==> src/rtl/threshold_binarizer_pkg.sv <==
// Shared definitions for the threshold binarizer: default widths, reset
// threshold and the frame state enumeration.
package threshold_binarizer_pkg;

    localparam int DEF_DATA_W      = 8;
    localparam int DEF_COORD_W     = 16;
    localparam int DEF_COUNT_W     = 20;
    localparam int DEF_THRESH_INIT = 128;

    // SYNC waits for a frame gap after reset, IDLE waits for frame start,
    // ACTIVE binarizes and accumulates, REPORT publishes frame statistics.
    typedef enum logic [1:0] {
        ST_SYNC   = 2'd0,
        ST_IDLE   = 2'd1,
        ST_ACTIVE = 2'd2,
        ST_REPORT = 2'd3
    } state_t;

endpackage

==> src/rtl/threshold_binarizer_if.sv <==
// Pixel event stream: a start-of-frame marker, a qualified pixel with a
// one-bit flag and its coordinates. The master produces events, the slave
// consumes them.
interface threshold_binarizer_if
    import threshold_binarizer_pkg::*;
#(
    parameter int COORD_W = DEF_COORD_W
);
    logic               sof;
    logic               valid;
    logic               flag;
    logic [COORD_W-1:0] x;
    logic [COORD_W-1:0] y;

    modport master (output sof, output valid, output flag, output x, output y);
    modport slave  (input  sof, input  valid, input  flag, input  x, input  y);
endinterface

==> src/rtl/frame_bbox_accum.sv <==
// Per-frame foreground accumulators: saturating pixel count and an unsigned
// bounding box. A start-of-frame event re-initialises everything and folds
// in the pixel presented on that same cycle.
module frame_bbox_accum
    import threshold_binarizer_pkg::*;
#(
    parameter int COORD_W = DEF_COORD_W,
    parameter int COUNT_W = DEF_COUNT_W
) (
    input  logic                 i_clk,
    input  logic                 i_srst,
    threshold_binarizer_if.slave s_ev,
    output logic [COUNT_W-1:0]   o_count,
    output logic [COORD_W-1:0]   o_min_x,
    output logic [COORD_W-1:0]   o_max_x,
    output logic [COORD_W-1:0]   o_min_y,
    output logic [COORD_W-1:0]   o_max_y,
    output logic                 o_any_fg
);

    localparam logic [COORD_W-1:0] COORD_ONES = '1;

    logic [COUNT_W-1:0] r_count;
    logic               r_any_fg;
    logic [COORD_W-1:0] r_min [2];
    logic [COORD_W-1:0] r_max [2];
    logic [COORD_W-1:0] w_coord [2];
    logic               w_hit;

    assign w_hit      = s_ev.valid & s_ev.flag;
    assign w_coord[0] = s_ev.x;
    assign w_coord[1] = s_ev.y;

    // Foreground counter, sticks at all-ones instead of wrapping.
    always_ff @(posedge i_clk) begin
        if (i_srst) begin
            r_count  <= '0;
            r_any_fg <= 1'b0;
        end else if (s_ev.sof) begin
            r_count  <= w_hit ? COUNT_W'(1) : '0;
            r_any_fg <= w_hit;
        end else if (w_hit) begin
            if (!(&r_count)) begin
                r_count <= r_count + COUNT_W'(1);
            end
            r_any_fg <= 1'b1;
        end
    end

    // One min/max tracker per axis (0 = x, 1 = y).
    generate
        for (genvar gi = 0; gi < 2; gi++) begin : g_axis
            // Min starts at all-ones and max at zero so the first hit sets both.
            always_ff @(posedge i_clk) begin
                if (i_srst) begin
                    r_min[gi] <= COORD_ONES;
                    r_max[gi] <= '0;
                end else if (s_ev.sof) begin
                    r_min[gi] <= w_hit ? w_coord[gi] : COORD_ONES;
                    r_max[gi] <= w_hit ? w_coord[gi] : '0;
                end else if (w_hit) begin
                    if (w_coord[gi] < r_min[gi]) begin
                        r_min[gi] <= w_coord[gi];
                    end
                    if (w_coord[gi] > r_max[gi]) begin
                        r_max[gi] <= w_coord[gi];
                    end
                end
            end
        end
    endgenerate

    assign o_count  = r_count;
    assign o_any_fg = r_any_fg;
    assign o_min_x  = r_min[0];
    assign o_max_x  = r_max[0];
    assign o_min_y  = r_min[1];
    assign o_max_y  = r_max[1];

endmodule

==> src/rtl/threshold_binarizer.sv <==
// Streaming gray-to-binary thresholder with per-frame foreground statistics.
// The threshold is frozen at frame start; updates arriving mid-frame wait in
// a pending register until the next frame.
module threshold_binarizer
    import threshold_binarizer_pkg::*;
#(
    parameter int                DATA_W      = DEF_DATA_W,
    parameter int                COORD_W     = DEF_COORD_W,
    parameter int                COUNT_W     = DEF_COUNT_W,
    parameter logic [DATA_W-1:0] THRESH_INIT = DATA_W'(DEF_THRESH_INIT)
) (
    input  logic               iClk,
    input  logic               iRst,
    input  logic [DATA_W-1:0]  iGray,
    input  logic               iGrayValid,
    input  logic               iFvalid,
    input  logic [COORD_W-1:0] iX_Cont,
    input  logic [COORD_W-1:0] iY_Cont,
    input  logic [DATA_W-1:0]  iThresh,
    input  logic               iThreshValid,
    output logic               oBin,
    output logic               oBinValid,
    output logic [COORD_W-1:0] oX,
    output logic [COORD_W-1:0] oY,
    output logic [COUNT_W-1:0] oFgCount,
    output logic [COORD_W-1:0] oMinX,
    output logic [COORD_W-1:0] oMaxX,
    output logic [COORD_W-1:0] oMinY,
    output logic [COORD_W-1:0] oMaxY,
    output logic               oBoxValid,
    output logic [DATA_W-1:0]  oFrameThresh,
    output logic               oStatsValid
);

    state_t             r_state;
    logic [DATA_W-1:0]  r_pend_thresh;
    logic [DATA_W-1:0]  r_frame_thresh;

    logic               r_bin;
    logic               r_bin_valid;
    logic [COORD_W-1:0] r_x;
    logic [COORD_W-1:0] r_y;

    logic [COUNT_W-1:0] r_fg_count;
    logic [COORD_W-1:0] r_min_x;
    logic [COORD_W-1:0] r_max_x;
    logic [COORD_W-1:0] r_min_y;
    logic [COORD_W-1:0] r_max_y;
    logic               r_box_valid;
    logic [DATA_W-1:0]  r_out_thresh;
    logic               r_stats_valid;

    logic               w_accept;
    logic               w_start;
    logic [DATA_W-1:0]  w_start_thresh;
    logic [DATA_W-1:0]  w_eff_thresh;
    logic               w_fg;

    logic [COUNT_W-1:0] w_acc_count;
    logic [COORD_W-1:0] w_acc_min_x;
    logic [COORD_W-1:0] w_acc_max_x;
    logic [COORD_W-1:0] w_acc_min_y;
    logic [COORD_W-1:0] w_acc_max_y;
    logic               w_acc_any;

    // Pixels only count inside a frame that began after synchronisation.
    assign w_accept = iGrayValid & iFvalid &
                      ((r_state == ST_IDLE) | (r_state == ST_ACTIVE));
    assign w_start  = (r_state == ST_IDLE) & iFvalid;

    // A strobe coinciding with frame start is used directly for that frame.
    assign w_start_thresh = iThreshValid ? iThresh : r_pend_thresh;
    assign w_eff_thresh   = w_start ? w_start_thresh : r_frame_thresh;
    assign w_fg           = iGray > w_eff_thresh;

    threshold_binarizer_if #(.COORD_W(COORD_W)) w_ev_if ();

    assign w_ev_if.sof   = w_start;
    assign w_ev_if.valid = w_accept;
    assign w_ev_if.flag  = w_fg;
    assign w_ev_if.x     = iX_Cont;
    assign w_ev_if.y     = iY_Cont;

    frame_bbox_accum #(
        .COORD_W (COORD_W),
        .COUNT_W (COUNT_W)
    ) u_accum (
        .i_clk    (iClk),
        .i_srst   (iRst),
        .s_ev     (w_ev_if),
        .o_count  (w_acc_count),
        .o_min_x  (w_acc_min_x),
        .o_max_x  (w_acc_max_x),
        .o_min_y  (w_acc_min_y),
        .o_max_y  (w_acc_max_y),
        .o_any_fg (w_acc_any)
    );

    // Binarized pixel path: one register stage after acceptance.
    always_ff @(posedge iClk) begin
        if (iRst) begin
            r_bin_valid <= 1'b0;
            r_bin       <= 1'b0;
            r_x         <= '0;
            r_y         <= '0;
        end else begin
            r_bin_valid <= w_accept;
            r_bin       <= w_accept & w_fg;
            r_x         <= w_accept ? iX_Cont : '0;
            r_y         <= w_accept ? iY_Cont : '0;
        end
    end

    // Frame state machine, threshold registers and registered statistics.
    // Statistics load on the ACTIVE->REPORT edge so they are visible while
    // the machine sits in REPORT; the accumulators are already final then
    // because no pixel is accepted once iFvalid is low.
    always_ff @(posedge iClk) begin
        if (iRst) begin
            r_state        <= ST_SYNC;
            r_pend_thresh  <= THRESH_INIT;
            r_frame_thresh <= THRESH_INIT;
            r_fg_count     <= '0;
            r_min_x        <= '0;
            r_max_x        <= '0;
            r_min_y        <= '0;
            r_max_y        <= '0;
            r_box_valid    <= 1'b0;
            r_out_thresh   <= THRESH_INIT;
            r_stats_valid  <= 1'b0;
        end else begin
            r_stats_valid <= 1'b0;
            if (iThreshValid) begin
                r_pend_thresh <= iThresh;
            end
            case (r_state)
                ST_SYNC: begin
                    if (!iFvalid) begin
                        r_state <= ST_IDLE;
                    end
                end
                ST_IDLE: begin
                    if (iFvalid) begin
                        r_state        <= ST_ACTIVE;
                        r_frame_thresh <= w_start_thresh;
                    end
                end
                ST_ACTIVE: begin
                    if (!iFvalid) begin
                        r_state       <= ST_REPORT;
                        r_stats_valid <= 1'b1;
                        r_fg_count    <= w_acc_count;
                        r_box_valid   <= w_acc_any;
                        r_min_x       <= w_acc_any ? w_acc_min_x : '0;
                        r_max_x       <= w_acc_any ? w_acc_max_x : '0;
                        r_min_y       <= w_acc_any ? w_acc_min_y : '0;
                        r_max_y       <= w_acc_any ? w_acc_max_y : '0;
                        r_out_thresh  <= r_frame_thresh;
                    end
                end
                ST_REPORT: begin
                    r_state <= ST_IDLE;
                end
                default: begin
                    r_state <= ST_SYNC;
                end
            endcase
        end
    end

    assign oBin         = r_bin;
    assign oBinValid    = r_bin_valid;
    assign oX           = r_x;
    assign oY           = r_y;
    assign oFgCount     = r_fg_count;
    assign oMinX        = r_min_x;
    assign oMaxX        = r_max_x;
    assign oMinY        = r_min_y;
    assign oMaxY        = r_max_y;
    assign oBoxValid    = r_box_valid;
    assign oFrameThresh = r_out_thresh;
    assign oStatsValid  = r_stats_valid;

endmodule
==> config.mk <==
export PLATFORM = sky130hd
export DESIGN_NAME = threshold_binarizer
export DESIGN_NICKNAME = d
export VERILOG_FILES = /design/src/rtl/threshold_binarizer_pkg.sv /design/src/rtl/threshold_binarizer_if.sv /design/src/rtl/frame_bbox_accum.sv /design/src/rtl/threshold_binarizer.sv
export SDC_FILE = /design/constraint.sdc
export NUM_CORES = 1
export LEC_CHECK = 0
export BUFFER_PORTS_ARGS = -buffer_cell sky130_fd_sc_hd__buf_2
export CAP_MARGIN = 0
export CORE_MARGIN = 2
export CORE_UTILIZATION = 40
export DETAILED_ROUTE_END_ITERATION = 16
export GPL_TIMING_DRIVEN = 1
export PLACE_DENSITY = 0.67
export SLEW_MARGIN = 20
export SYNTH_ARGS = -nofsm -noshare
export SYNTH_HDL_FRONTEND = slang
export SYNTH_SLANG_ARGS = --single-unit
==> constraint.sdc <==
create_clock -name iClk -period 13.5 [get_ports iClk]
set_clock_uncertainty 0.05 [all_clocks]
set_input_delay 2.7 -clock iClk [delete_from_list [all_inputs] [get_ports iClk]]
set_output_delay 2.7 -clock iClk [all_outputs]
set_load 0.005 [all_outputs]
==> impl_metrics.env <==
export IMPL_cpMaxStageDelayCell="or4_1"
export IMPL_gp_congestion=0.795
export IMPL_rsz0062_at_grt="false"
export IMPL_synth_area_sq_mm=0.0102
export IMPL_syn_inst=1105
export IMPL_yosysWarnings=0
export IMPL_synth_top_area_share_pct=32.9
export IMPL_ys_seq_area_share_pct=51.8
export IMPL_clockRootBuffer="clkbuf_16"
export IMPL_total_leakage_power_nw=5.24
export IMPL_port_buffers=180
export IMPL_drv_slew=0
export IMPL_fill_cells=2392
export IMPL_final_area_sq_mm=0.0122
export IMPL_cap_violations=0
export IMPL_initial_core_util_pct=40.6
export IMPL_critPathMostFrequentCell="nand2_1"
export IMPL_cp_arrival_ns=6.66
export IMPL_endpoint_kind="register"
export IMPL_hold_path_class="reg2reg"
export IMPL_clk_path_buf_depth=3
export IMPL_drt_iter0_markers=443
export IMPL_synthTopCellsByCount="nand2_1, dfxtp_1, a21oi_1, nand3_1, ha_1"
export IMPL_numCtsBuffers=25
export IMPL_die_w_um=163
export IMPL_tns_ns=0
export IMPL_syn_avg_cell_area_sq_um=9.20
export IMPL_wl_um=25900
export IMPL_synth_enable_flop_cells=64
export IMPL_worst_slew_pin_transition_ns=1.01
export IMPL_grt_max_degree=95
export IMPL_clock_sinks=231
export IMPL_dr_pass1_iters=5
export IMPL_ctsHoldBuffers=0
export IMPL_period_minus_slack_ns=6.57
export IMPL_synthesis_nets=1232
export IMPL_grt_first_pass_wirelength_um=41400
export IMPL_synthToLayoutAreaGrowth_pct=20.2
export IMPL_reg2reg_slack_ns=8.65
export IMPL_ant_nets=0
export IMPL_grt_use_total_pct=19.3
export IMPL_route_vias_total=8187
export IMPL_core_area_sq_mm=0.0250
export IMPL_routedWlPerCell_um=16.1
export IMPL_die_area_sq_mm=0.0267
export IMPL_ios=181
export IMPL_cts_setup_buffers=0
export IMPL_cts_resized=0
export IMPL_crit_type="in2reg"
export IMPL_clk_pin_slew_ns=0.06
export IMPL_grt_overflow=0
export IMPL_async_reset_ff_share_pct=0
export IMPL_maxSlewHeadroom_pct=32.4
export IMPL_finalHoldViolations=0
export IMPL_grt_pass1_vias=7905
export IMPL_setup_viol=0
export IMPL_synth_top_area_cell="dfxtp_1"
export IMPL_rows=58
export IMPL_antenna_found_initial=4
export IMPL_nets=1388
export IMPL_clock_tree_htree_level_count=1
export IMPL_dp_hpwl_um=17800
export IMPL_startpoint_type="input pin"
export IMPL_holdWs_ns=0.396
export IMPL_worstPathMaxFanout=30
export IMPL_placed_cell_area_sq_mm=0.0113
export IMPL_status="complete, no violations"
export IMPL_drive_above_1_share_pct=20.1
export IMPL_cp_cell_sequence="buf_2 > nand2_1 > nor2_1 > a21oi_1 > ha_1 > nand2_1 > o21a_1 > or3b_1 > nand3_1 > or4_1 > nand2_1"
export IMPL_vias_per_cell=5.08
export IMPL_drc=0
export IMPL_fmax_mhz=152
export IMPL_max_stage_delay_ns=0.75
export IMPL_synthFlopType="dfxtp_1"
export IMPL_synthTopCellsByArea="dfxtp_1, edfxtp_1, ha_1"
export IMPL_fin_crit_sh_pct=48.7
export IMPL_post_synth_top_count_cell="nand2_1"
export IMPL_insertion_delay_ns=0.52
export IMPL_fp_dieH_um=163
export IMPL_worst_ir_drop_vdd_uv=123
export IMPL_powerDensity_mw_per_mm2=134
export IMPL_ys_ff_latch=231
export IMPL_cts_tree="yes"
export IMPL_synthDistinctLibCells=49
export IMPL_cp_required_ns=13.59
[worst max-delay path: cells and delay by family]
kind            cells  cell delay, ns
compound gates      2            0.32
fa+ha+maj           1            0.36
buf+inv             1            0.18
simple gates        7            3.10
[area by class of cell]
cell class                 instances  area [sq um]  area share [%]
multi-input combinational        745          4440            36.3
inverter                          69           259            2.12
tap                              330           413            3.38
timing repair buffer             189           991            8.11
sequential                       231          5270            43.1
clock buffer                      40           783            6.41
clock inverter                     5          53.8           0.441
antenna                            3          7.51          0.0615
[metrics by stage]
| step | instances | util, % | worst slack, ns | power (mW) |
|---|---|---|---|---|
| 3_5_place_dp | 1563 | 45.3 | 6.42 | 0.960 |
| 2_1_floorplan | 1105 | - | 6.69 | 0.892 |
| 4_1_cts | 1608 | 48.6 | 6.96 | 1.65 |
| 3_3_place_gp | 1563 | 45.3 | 6.58 | 0.955 |
| 5_1_grt | 1612 | 48.8 | 6.62 | 1.70 |
| 6_report | 1612 | 48.8 | 6.93 | 1.64 |
[cell usage in the layout, fill, tap and decap left out, drive strengths merged, types with 21 or more instances in the layout]
| cell type | netlist | final |
|---|---|---|
| o21ai | 23 | 23 |
| inv | 69 | 70 |
| and2 | 65 | 65 |
| ha | 74 | 74 |
| nor2 | 55 | 55 |
| nand3 | 81 | 81 |
| clkbuf | 53 | 40 |
| nand2 | 173 | 173 |
| nand4 | 21 | 21 |
| dfxtp | 167 | 167 |
| edfxtp | 64 | 64 |
| buf | 7 | 189 |
| a21oi | 138 | 138 |
[state kept, by name, summed over array words and instances, names as in the netlist, 20 cells and up]
signal / cells
oFgCount: 20
u_accum.r_max: 32
u_accum.o_count: 20
u_accum.r_min: 32
[cell families after synthesis]
| kind of cell | count (synthesis) | synth area share, % |
|---|---|---|
| AND/OR/NAND/NOR | 457 | 21.8 |
| flip-flops | 231 | 51.8 |
| AO/OA/AOI/OAI | 201 | 11.1 |
| buffers and inverters | 129 | 4.87 |
| adder cells (fa/ha/maj) | 74 | 9.11 |
| multiplexers | 11 | 1.08 |
| XOR/XNOR | 2 | 0.172 |
[metal layers]
layer	vias to the layer above	global-route usage, %	wire length (um)
met1	3864	27.3	12500
li1	4103	-	-
met5	-	0	0
met2	188	30.8	11600
met3	32	3.02	1400
met4	0	4.99	422
[path summary, 6_finish.rpt]
kind / cells after the start / endpoint / from
max: 11 / u_accum.r_min[1][12]$_SDFFCE_PN1P_ / iFvalid
min: 2 / oMaxY[10]$_SDFFE_PP0P_ / oMaxY[10]$_SDFFE_PP0P_
max reg2reg: 12 / u_accum.r_min[1][12]$_SDFFCE_PN1P_ / r_state[1]$_SDFFE_PP0P_
min reg2reg: 2 / oMaxY[10]$_SDFFE_PP0P_ / oMaxY[10]$_SDFFE_PP0P_
[where the power goes]
group | leakage (nW) | internal [mW] | switching [mW] | total (mW)
combinational | 2.91 | 0.0610 | 0.129 | 0.190
sequential | 1.91 | 0.743 | 0.0132 | 0.756
clock | 0.415 | 0.415 | 0.274 | 0.689
total | 5.24 | 1.22 | 0.416 | 1.64
No activity file was read; power rests on OpenSTA's default activity.
